==> src/rtl/uart_prog_loader.sv <==
`default_nettype none
// ============================================================================
// Module   : uart_prog_loader
// Brief    : Receives a program image over an 8N1 UART line, assembles the
//            bytes into 32-bit little-endian words and drives the
//            instruction-memory programming port (wen/addr/data/done).
//            Frame = 16-bit word count N (LSB first), then 4*N data bytes.
// Revision : 1.0 - initial release
// ============================================================================
module uart_prog_loader #(
  parameter int CLKS_PER_BIT = 87,  // UART bit period in clock cycles, >= 4
  parameter int ADDR_W       = 14   // instruction-memory word-address width, 1..16
) (
  input  logic              upg_clk_i,
  input  logic              upg_rst_i,
  input  logic              rx_i,
  output logic              upg_wen_o,
  output logic [ADDR_W-1:0] upg_addr_o,
  output logic [31:0]       upg_data_o,
  output logic              upg_done_o,
  output logic              busy_o,
  output logic              err_o
);

  localparam int                CNT_W     = $clog2(CLKS_PER_BIT);
  localparam logic [CNT_W-1:0]  BIT_LAST  = CNT_W'(CLKS_PER_BIT - 1);
  localparam logic [CNT_W-1:0]  HALF_LAST = CNT_W'(CLKS_PER_BIT / 2 - 1);
  // Largest accepted word count, 2^ADDR_W, kept one bit wider than N.
  localparam logic [16:0]       MAX_WORDS = 17'd1 << ADDR_W;

  // --------------------------------------------------------------------------
  // RX front end
  // --------------------------------------------------------------------------
  logic rx_meta_q;
  logic rx_sync_q;
  logic rx_prev_q;
  logic start_edge_w;

  // Two-flop synchronizer plus one delayed copy for falling-edge detection.
  always_ff @(posedge upg_clk_i) begin
    if (upg_rst_i) begin
      rx_meta_q <= 1'b1;
      rx_sync_q <= 1'b1;
      rx_prev_q <= 1'b1;
    end else begin
      rx_meta_q <= rx_i;
      rx_sync_q <= rx_meta_q;
      rx_prev_q <= rx_sync_q;
    end
  end

  assign start_edge_w = rx_prev_q & ~rx_sync_q;

  // --------------------------------------------------------------------------
  // RX byte FSM
  // --------------------------------------------------------------------------
  typedef enum logic [1:0] {
    R_IDLE  = 2'd0,
    R_START = 2'd1,
    R_DATA  = 2'd2,
    R_STOP  = 2'd3
  } rx_state_t;

  rx_state_t        rx_state_q;
  logic [CNT_W-1:0] rx_cnt_q;
  logic [2:0]       rx_bit_q;
  logic [7:0]       rx_shift_q;
  logic             byte_valid_q;
  logic             frame_err_q;

  // Mid-bit sampling receiver; byte_valid/frame_err are single-cycle pulses.
  always_ff @(posedge upg_clk_i) begin
    if (upg_rst_i) begin
      rx_state_q   <= R_IDLE;
      rx_cnt_q     <= '0;
      rx_bit_q     <= 3'd0;
      rx_shift_q   <= 8'd0;
      byte_valid_q <= 1'b0;
      frame_err_q  <= 1'b0;
    end else begin
      byte_valid_q <= 1'b0;
      frame_err_q  <= 1'b0;
      case (rx_state_q)
        R_IDLE: begin
          rx_cnt_q <= '0;
          rx_bit_q <= 3'd0;
          if (start_edge_w) begin
            rx_state_q <= R_START;
          end
        end
        R_START: begin
          // Re-check the line half a bit in; a high line means it was a glitch.
          if (rx_cnt_q == HALF_LAST) begin
            rx_cnt_q   <= '0;
            rx_state_q <= rx_sync_q ? R_IDLE : R_DATA;
          end else begin
            rx_cnt_q <= rx_cnt_q + CNT_W'(1);
          end
        end
        R_DATA: begin
          if (rx_cnt_q == BIT_LAST) begin
            rx_cnt_q   <= '0;
            rx_shift_q <= {rx_sync_q, rx_shift_q[7:1]};
            rx_bit_q   <= rx_bit_q + 3'd1;
            if (rx_bit_q == 3'd7) begin
              rx_state_q <= R_STOP;
            end
          end else begin
            rx_cnt_q <= rx_cnt_q + CNT_W'(1);
          end
        end
        R_STOP: begin
          if (rx_cnt_q == BIT_LAST) begin
            rx_cnt_q   <= '0;
            rx_state_q <= R_IDLE;
            if (rx_sync_q) begin
              byte_valid_q <= 1'b1;
            end else begin
              frame_err_q <= 1'b1;
            end
          end else begin
            rx_cnt_q <= rx_cnt_q + CNT_W'(1);
          end
        end
        default: begin
          rx_state_q <= R_IDLE;
        end
      endcase
    end
  end

  // --------------------------------------------------------------------------
  // Loader FSM
  // --------------------------------------------------------------------------
  typedef enum logic [2:0] {
    L_HDR0 = 3'd0,
    L_HDR1 = 3'd1,
    L_WORD = 3'd2,
    L_DONE = 3'd3,
    L_ERR  = 3'd4
  } ld_state_t;

  ld_state_t         ld_state_q;
  logic [15:0]       n_q;
  logic [ADDR_W:0]   wcnt_q;
  logic [1:0]        idx_q;
  logic [23:0]       part_q;
  logic              wen_q;
  logic [ADDR_W-1:0] addr_q;
  logic [31:0]       data_q;
  logic              done_q;
  logic              busy_q;
  logic              err_q;

  logic [15:0]       n_full_w;
  logic              last_word_w;

  // Word count as it stands once the second header byte arrives.
  assign n_full_w    = {rx_shift_q, n_q[7:0]};
  // Counter is one bit wider than the address so N = 2^ADDR_W does not wrap.
  assign last_word_w = (17'(wcnt_q) == {1'b0, n_q});

  // Header decode, little-endian word assembly and write/done sequencing.
  always_ff @(posedge upg_clk_i) begin
    if (upg_rst_i) begin
      ld_state_q <= L_HDR0;
      n_q        <= 16'd0;
      wcnt_q     <= '0;
      idx_q      <= 2'd0;
      part_q     <= 24'd0;
      wen_q      <= 1'b0;
      addr_q     <= '0;
      data_q     <= 32'd0;
      done_q     <= 1'b0;
      busy_q     <= 1'b0;
      err_q      <= 1'b0;
    end else begin
      wen_q <= 1'b0;
      if (frame_err_q) begin
        err_q <= 1'b1;
      end
      case (ld_state_q)
        L_HDR0: begin
          if (frame_err_q) begin
            ld_state_q <= L_ERR;
            busy_q     <= 1'b0;
          end else if (byte_valid_q) begin
            n_q[7:0]   <= rx_shift_q;
            busy_q     <= 1'b1;
            ld_state_q <= L_HDR1;
          end
        end
        L_HDR1: begin
          if (frame_err_q) begin
            ld_state_q <= L_ERR;
            busy_q     <= 1'b0;
          end else if (byte_valid_q) begin
            n_q[15:8] <= rx_shift_q;
            if (n_full_w == 16'd0) begin
              ld_state_q <= L_DONE;
              done_q     <= 1'b1;
              busy_q     <= 1'b0;
            end else if ({1'b0, n_full_w} > MAX_WORDS) begin
              ld_state_q <= L_ERR;
              err_q      <= 1'b1;
              busy_q     <= 1'b0;
            end else begin
              ld_state_q <= L_WORD;
              wcnt_q     <= '0;
              idx_q      <= 2'd0;
            end
          end
        end
        L_WORD: begin
          if (frame_err_q) begin
            ld_state_q <= L_ERR;
            busy_q     <= 1'b0;
          end else if (wen_q && last_word_w) begin
            // Final write has just been presented; done follows it by a cycle.
            ld_state_q <= L_DONE;
            done_q     <= 1'b1;
            busy_q     <= 1'b0;
          end else if (byte_valid_q) begin
            if (idx_q == 2'd3) begin
              wen_q  <= 1'b1;
              addr_q <= wcnt_q[ADDR_W-1:0];
              data_q <= {rx_shift_q, part_q};
              wcnt_q <= wcnt_q + (ADDR_W+1)'(1);
              idx_q  <= 2'd0;
            end else begin
              case (idx_q)
                2'd0:    part_q[7:0]   <= rx_shift_q;
                2'd1:    part_q[15:8]  <= rx_shift_q;
                default: part_q[23:16] <= rx_shift_q;
              endcase
              idx_q <= idx_q + 2'd1;
            end
          end
        end
        L_DONE: begin
          // Terminal until reset; further bytes are ignored.
        end
        L_ERR: begin
          // Terminal until reset; further bytes are ignored.
        end
        default: begin
          ld_state_q <= L_ERR;
        end
      endcase
    end
  end

  assign upg_wen_o  = wen_q;
  assign upg_addr_o = addr_q;
  assign upg_data_o = data_q;
  assign upg_done_o = done_q;
  assign busy_o     = busy_q;
  assign err_o      = err_q;

endmodule
`default_nettype wire

==> config.mk <==
export PLATFORM = sky130hd
export DESIGN_NAME = uart_prog_loader
export DESIGN_NICKNAME = d
export VERILOG_FILES = /design/src/rtl/uart_prog_loader.sv
export SDC_FILE = /design/constraint.sdc
export NUM_CORES = 1
export LEC_CHECK = 0
export BUFFER_PORTS_ARGS = -buffer_cell sky130_fd_sc_hd__buf_2
export CORE_AREA = 4 4 127 129
export DETAILED_ROUTE_END_ITERATION = 16
export DIE_AREA = 0 0 131 133
export PLACE_DENSITY_LB_ADDON = 0.2
export SKIP_CTS_REPAIR_TIMING = 1
export SLEW_MARGIN = 20
export SYNTH_ARGS = -nofsm -noshare
export SYNTH_HDL_FRONTEND = slang
export SYNTH_SLANG_ARGS = --single-unit
==> constraint.sdc <==
create_clock -name upg_clk_i -period 2.1 [get_ports upg_clk_i]
set_input_delay 0.21 -clock upg_clk_i [delete_from_list [all_inputs] [get_ports upg_clk_i]]
set_output_delay 0.21 -clock upg_clk_i [all_outputs]
set_load 0.01 [all_outputs]
==> metrics.md, run 1 <==
| Metric | Value |
|---|---|
| Status | finished clean |
| Ys flop type | dfxtp_1 |
| Final Util | 0.5055 |
| Final setup viols | 0 |
| Tightest Pin Transition | between 0.5 and 0.6 ns |
| HP Class | input pin to register |
| Initial Util | 0.3896 |
| Number of buffers created by CTS | 17 |
| Post-DP HPWL | between 10000 and 15000 um |
| Routed WL | roughly 15000 um |
| Unique cell type count in the Yosys netlist | 61 |
| Worst vdd ir | around 0.00074 V |
| Final worst path period need | between 2 and 2.5 ns |
| Synth warn | 0 |
| I/O pin count | 53 |
| Layout cells sized above 1 | 0.2682 |
| CP startpoint kind | register |
| Post-Synth Adder-Cell Area | 0.01709 |
| Final TNS setup | 0 ns |
| Grt ovf | 0 |
| Critical path class | register to register |
| Final Hold Viols | 0 |
| Synth Net Count | between 600 and 700 |
| Die Width | about 130 um |
| Complex-gate fraction of the synthesized area | 0.1196 |
| Full die area | between 15000 and 20000 um2 |
| Slew Viols, Final | 0 |
| Starting DRT DRC Count | around 250 |
| Clock sink count | about 140 |
| Largest family of logic cells by synthesized area | simple AND/OR/NAND/NOR gates |
| PnR Total Power | about 5800 uW |
| Die Ht | around 130 um |
| Syn Inst Count | between 600 and 700 |
| Synth Area in Simple Gates | 0.2405 |
| Clk slew on worst S/H paths | around 0.060 ns |
| Post-synthesis async set-or-reset flop share | 0 |
| Standard-cell row count | between 40 and 50 |
| Vias | 5079 |
| Worst-path fanout max | 8 |
| GPL Wtd Cong | between 0.8 and 0.9 |
| Clock latency on the worst-skew pair | a little over 0.4 ns |
| FF-to-FF setup slack | around 0.026 ns |
| Syn Std Cell Area | 5857 um2 |
| CTS H-tree lvls | 4 |
| First-pass GRT wire length | 23970 um |
| Area Growth Syn to Fin | 29.74% |
| Max Cap Viol | 0 |
| Hold slack | 0.2584 ns |
| Core footprint | roughly 15000 um2 |
| Tot GR Track Use | 0.1736 |
| Clk_skew | 0.007187 ns |
| RSZ-0062 raised after global routing | true |
| Avg WL per Cell | ~16 um |
| Largest net degree at the start of global routing | between 40 and 50 |
| Vias in the first global route | roughly 4700 |
| Avg Cell Area, Syn | 8.664 um2 |
| Clock Root Buffer | clkbuf_16 |
| XOR/XNOR Fraction of Synth Area | 0.02991 |
| Power Density | between 700 and 800 nW/um2 |
| CTS tree | built |
| IO buf count | 52 |
| DRC | 0 |
| Max Root-Sink Buffers | 2 |
| 1st-pass router iterations | 5 |
| Pleak | roughly 0.003 uW |
| Multiplexer share of the synthesized area | 0.07968 |
| WP data arrival | 2.35 ns |
| Post-synth EDFFs | 0 |
| Vias per inst | around 5.2 |
| Final Net Count | 782 |
| Initial antenna violation count | 0 |
| Worst setup EP type | register |
| Final period utilization | 0.9874 |
| Slew headroom | 0.6523 |
| ANT nets after route | 0 |
| Sequential area share after synthesis | 0.4614 |
| Seq cells post-synth | 135 |
| Max Freq | between 0.4 and 0.5 GHz |
| CP required | approximately 2.4 ns |
| Diode count | 0 |
| Fill cell count | between 1000 and 1500 |
==> placed cells by master (no fill, tap or decap), drive strengths merged, types with 5 or more instances in the layout <==
| cell | Yosys | routed |
|---|---|---|
| dfxtp | 135 | 135 |
| inv | 12 | 13 |
| nand3 | 19 | 19 |
| nand2b | 9 | 9 |
| mux2i | 44 | 44 |
| or4 | 5 | 5 |
| nand4 | 14 | 14 |
| nor4 | 10 | 10 |
| xnor2 | 18 | 18 |
| o21ai | 11 | 11 |
| nand2 | 125 | 125 |
| nand3b | 5 | 5 |
| o31ai | 7 | 7 |
| or2 | 5 | 5 |
| a21oi | 75 | 75 |
| clkbuf | 28 | 23 |
| nor2 | 70 | 70 |
| nor2b | 5 | 5 |
| buf | 19 | 119 |
| ha | 8 | 8 |
| nor3 | 8 | 8 |
==> kinds of logic (layout without fill, tap and decap cells) <==
family | Yosys count | count (layout)
DFF | 135 | 135
xor gates and xnor gates | 20 | 20
muxes | 46 | 46
adders and majority gates | 8 | 8
buffers and inverters | 59 | 166
and+or+nand+nor | 291 | 291
AOI/OAI and AO/OA | 117 | 117
==> cells in the mapped netlist (7+ instances only) <==
master / count / area share
o21ai_0: 9 / 0.0077
nand2b_1: 9 / 0.0096
buf_6: 7 / 0.013
nor2_1: 69 / 0.044
inv_1: 12 / 0.0077
ha_1: 8 / 0.017
mux2i_1: 43 / 0.073
a21oi_1: 74 / 0.063
dfxtp_1: 135 / 0.46
buf_2: 10 / 0.0085
nor4_1: 8 / 0.0085
nand2_1: 124 / 0.079
xnor2_1: 18 / 0.027
clkbuf_1: 28 / 0.018
nand4_1: 13 / 0.014
nand3_1: 16 / 0.014
==> worst paths after layout <==
path	from	end	cells past startpoint
worst max register to register	wcnt_q[9]$_SDFFE_PP0P_	part_q[6]$_SDFFE_PP0P_	7
worst min register to register	rx_meta_q$_SDFF_PP1_	rx_sync_q$_SDFF_PP1_	1
worst min-delay path	upg_rst_i	rx_bit_q[1]$_SDFFE_PP0P_	2
worst max-delay path	wcnt_q[9]$_SDFFE_PP0P_	part_q[6]$_SDFFE_PP0P_	7
==> registers in the layout (all words and copies together) (netlist names), 2 cells and up, named ones only <==
signal      flops
ld_state_q      3
upg_addr_o     14
rx_cnt_q        7
idx_q           2
n_q            16
part_q         24
upg_data_o     32
wcnt_q         15
rx_shift_q      8
rx_bit_q        3
==> where the power goes <==
group          leakage, uW  internal, uW  total, uW  switching (uW)
Clock             0.000302          2050       3150            1100
Combinational      0.00168          16.3       64.1            47.8
Sequential         0.00109          2560       2570            4.67
==> worst max-delay path, cell delays in order (launching register included) <==
cell	delay [ns]
dfxtp_2	0.36
xnor2_2	0.18
nand4_1	0.11
or4_4	0.59
buf_12	0.18
nand3_4	0.16
mux2i_1	0.27
nor2_1	0.09
==> area by class of cell <==
class / count / area, um2 / share of cell area
inverters: 12 / 45.04 / 0.005928
well taps: 188 / 235.2 / 0.03096
clock buffers: 20 / 456.7 / 0.06010
flip-flops and latches: 135 / 2725 / 0.3586
clock inverters: 11 / 171.4 / 0.02256
repair buffers: 123 / 920.9 / 0.1212
multi-input cells: 482 / 3044 / 0.4006
==> through the flow <==
step,setup slack [ns],area [um2],cells
2_1_floorplan,0.07418,5857,676
3_3_place_gp,-0.08330,6668,936
3_5_place_dp,-0.1023,6668,936
4_1_cts,-0.1342,7296,967
5_1_grt,-0.05902,7599,971
6_report,0.02639,7599,971
==> routing by layer <==
metal  vias up  track usage  routed length (um)
met5         -            0                   0
met3        15      0.03876                 569
met4         0      0.05886                 206
li1       2522            -                   -
met1      2440       0.2322                7156
met2       102       0.2745                7357
Power figures use the tool's default switching activity.
==> inputs of run 2 (changes only) <==
- MAX_ROUTING_LAYER: default -> met4
==> metrics.md, run 2 (same netlist as run 1, synthesis figures left out) <==
| Metric | Value |
|---|---|
| Post-DP HPWL | 10490 um (-0.70%) |
| Reg area | 2724 um2 (about the same) |
| Post-Place Worst Slack | -0.09626 ns (+0.006060 ns) |
| Final period utilization | 0.9844 (-0.003003) |
| CTS tree | built |
| Worst setup EP type | register |
| Worst-path fanout max | 17 (+9) |
| CP startpoint kind | register |
| Critical path class | register to register |
| Tot GR Track Use | 0.1784 (+0.004798) |
| R2R depth | 8 (+1) |
| Clock sink count | 135 (unchanged) |
| Standard-cell row count | 45 (unchanged) |
| Largest net degree at the start of global routing | 63 (+31%) |
| Final Hold Viols | 0 (unchanged) |
| Clk slew on worst S/H paths | 0.06 ns (about the same) |
| Vias in the first global route | 4800 (+1.2%) |
| Grt ovf | 0 (unchanged) |
| Avg WL per Cell | 15.66 um (-0.56%) |
| CP cell instances | xnor2_2, nand4_1, or4_4, buf_12, nand4_4, clkbuf_16, nand2_1, a21oi_1 |
| Status | finished clean |
| Max Cap Viol | 0 (unchanged) |
| Max Freq | 0.4837 GHz (+0.31%) |
| ANT nets after route | 0 (unchanged) |
| Slowest stage delay, CP | 0.54 ns (-0.05 ns) |
| Clock Root Buffer | clkbuf_16 |
| Slowest cell on crit path | or4_4 |
| Max reg flops | 32 (unchanged) |
| Final Util | 0.5068 (+0.001331) |
| Layout cells sized above 1 | 0.2746 (+0.006386) |
| Number of buffers created by CTS | 17 (unchanged) |
| Diode count | 0 (unchanged) |
| Fill cell count | 1401 (-0.78%) |
| Final worst path period need | 2.067 ns (-0.006305 ns) |
| Final Net Count | 783 (+0.13%) |
| Full die area | 17420 um2 (unchanged) |
| Area Growth Syn to Fin | 30.08% |
| Crit path launch | n_q[11]$_SDFFE_PP0P_ |
| 1st-pass router iterations | 4 (-1) |
| GPL Wtd Cong | 0.8709 (-1.8%) |
| Starting DRT DRC Count | 295 (+19%) |
| Die Ht | 133 um (unchanged) |
| First-pass GRT wire length | 24110 um (+0.58%) |
| Tightest Pin Transition | 0.4885 ns (-0.03311 ns) |
| Capturing point of the worst reg2reg path | upg_data_o[16]$_SDFFE_PP0P_ |
| CP Capture Point | upg_data_o[16]$_SDFFE_PP0P_ |
| DRC | 0 (unchanged) |
| Commonest non-fill, non-tap cell in the layout | nand2_1 |
| CP required | 2.45 ns (+0.07 ns) |
| FF-to-FF setup slack | 0.03 ns (about the same) |
| Clk_skew | 0.008263 ns (+0.001076 ns) |
| Worst vdd ir | 0.0005048 V (-32%) |
| Post-route worst setup slack | 0.03269 ns (+0.006305 ns) |
| HP Class | input pin to register |
| IO buf count | 52 (unchanged) |
| Power Density | 756.1 nW/um2 (-0.55%) |
| Vias | 5069 (-0.20%) |
| Most frequent cells in the layout | nand2_1, dfxtp_1, a21oi_1 |
| Area of the multi-input gates | 3053 um2 (+0.29%) |
| Initial Util | 0.3896 (unchanged) |
| Slew Viols, Final | 0 (unchanged) |
| Slew headroom | 0.6744 (+0.02207) |
| Core footprint | 15030 um2 (unchanged) |
| Pleak | 0.003082 uW (+0.28%) |
| Max Root-Sink Buffers | 2 (unchanged) |
| WP data arrival | 2.41 ns (+0.06 ns) |
| Clock latency on the worst-skew pair | 0.42 ns (about the same) |
| RSZ-0062 raised after global routing | true |
| Crit Reg-Reg Startpoint | n_q[11]$_SDFFE_PP0P_ |
| Initial antenna violation count | 0 (unchanged) |
| Final setup viols | 0 (unchanged) |
| Routed WL | 15200 um (-0.56%) |
| Vias per inst | 5.220 (-0.20%) |
| CTS H-tree lvls | 4 (unchanged) |
| I/O pin count | 53 (unchanged) |
| Die Width | 131 um (unchanged) |
| PnR Total Power | 5760 uW (-0.29%) |
## run 2: cell types whose count changed in the layout (fill, tap and decap cells not counted), sizes merged
cell	change
inv	+1
buf	+1
clkbuf	+1
clkinv	-2
bufinv	-1
## run 2: worst max-delay path: cells and delay by family, from the launching register on
kind                      cells  cell delay, ns
xor gates and xnor gates      1            0.24
buffers and inverters         2            0.39
DFF                           1            0.33
and+or+nand+nor               4            0.89
AOI/OAI and AO/OA             1            0.13
## run 2: worst min path at each step
stage	from	end	cells after the start
finish	upg_rst_i	rx_bit_q[2]$_SDFFE_PP0P_	2
global route	upg_rst_i	err_o$_SDFF_PP0_	2
CTS	rx_i	rx_meta_q$_SDFF_PP1_	2
detailed placement	rx_meta_q$_SDFF_PP1_	rx_sync_q$_SDFF_PP1_	1
global placement	rx_meta_q$_SDFF_PP1_	rx_sync_q$_SDFF_PP1_	1
floorplan	rx_i	rx_meta_q$_SDFF_PP1_	1
## run 2: power breakdown
part	internal (uW)	switching (uW)
registers	2560	4.74
clock network	1990	1130
logic	17.8	48.4
total	4570	1190
## run 2: stage by stage
stage	area, um2	hold slack [ns]	setup TNS (ns)	cells
2_1_floorplan	5857	0.3138	0	676
3_3_place_gp	6680	0.3914	-0.3862	936
3_5_place_dp	6680	0.3949	-1.353	936
4_1_cts	7301	-0.03642	-3.612	966
5_1_grt	7619	0.2691	-1.074	971
6_report	7619	0.2359	0	971
## run 2: routing by layer
layer / routed length [um] / part of all wire / GRT usage
met1: 7246 / 0.48 / 0.2339
met2: 7277 / 0.48 / 0.2765
met3: 400 / 0.026 / 0.03755
met4: 280 / 0.018 / 0.05200
met5: 0 / 0 / -
## run 2: layout make-up
type / count / share of cell area
tap: 188 / 0.03088
inverter: 12 / 0.005912
timing repair buffer: 124 / 0.1235
multi-input combinational: 482 / 0.4007
clock buffer: 21 / 0.06306
sequential: 135 / 0.3575
clock inverter: 9 / 0.01839
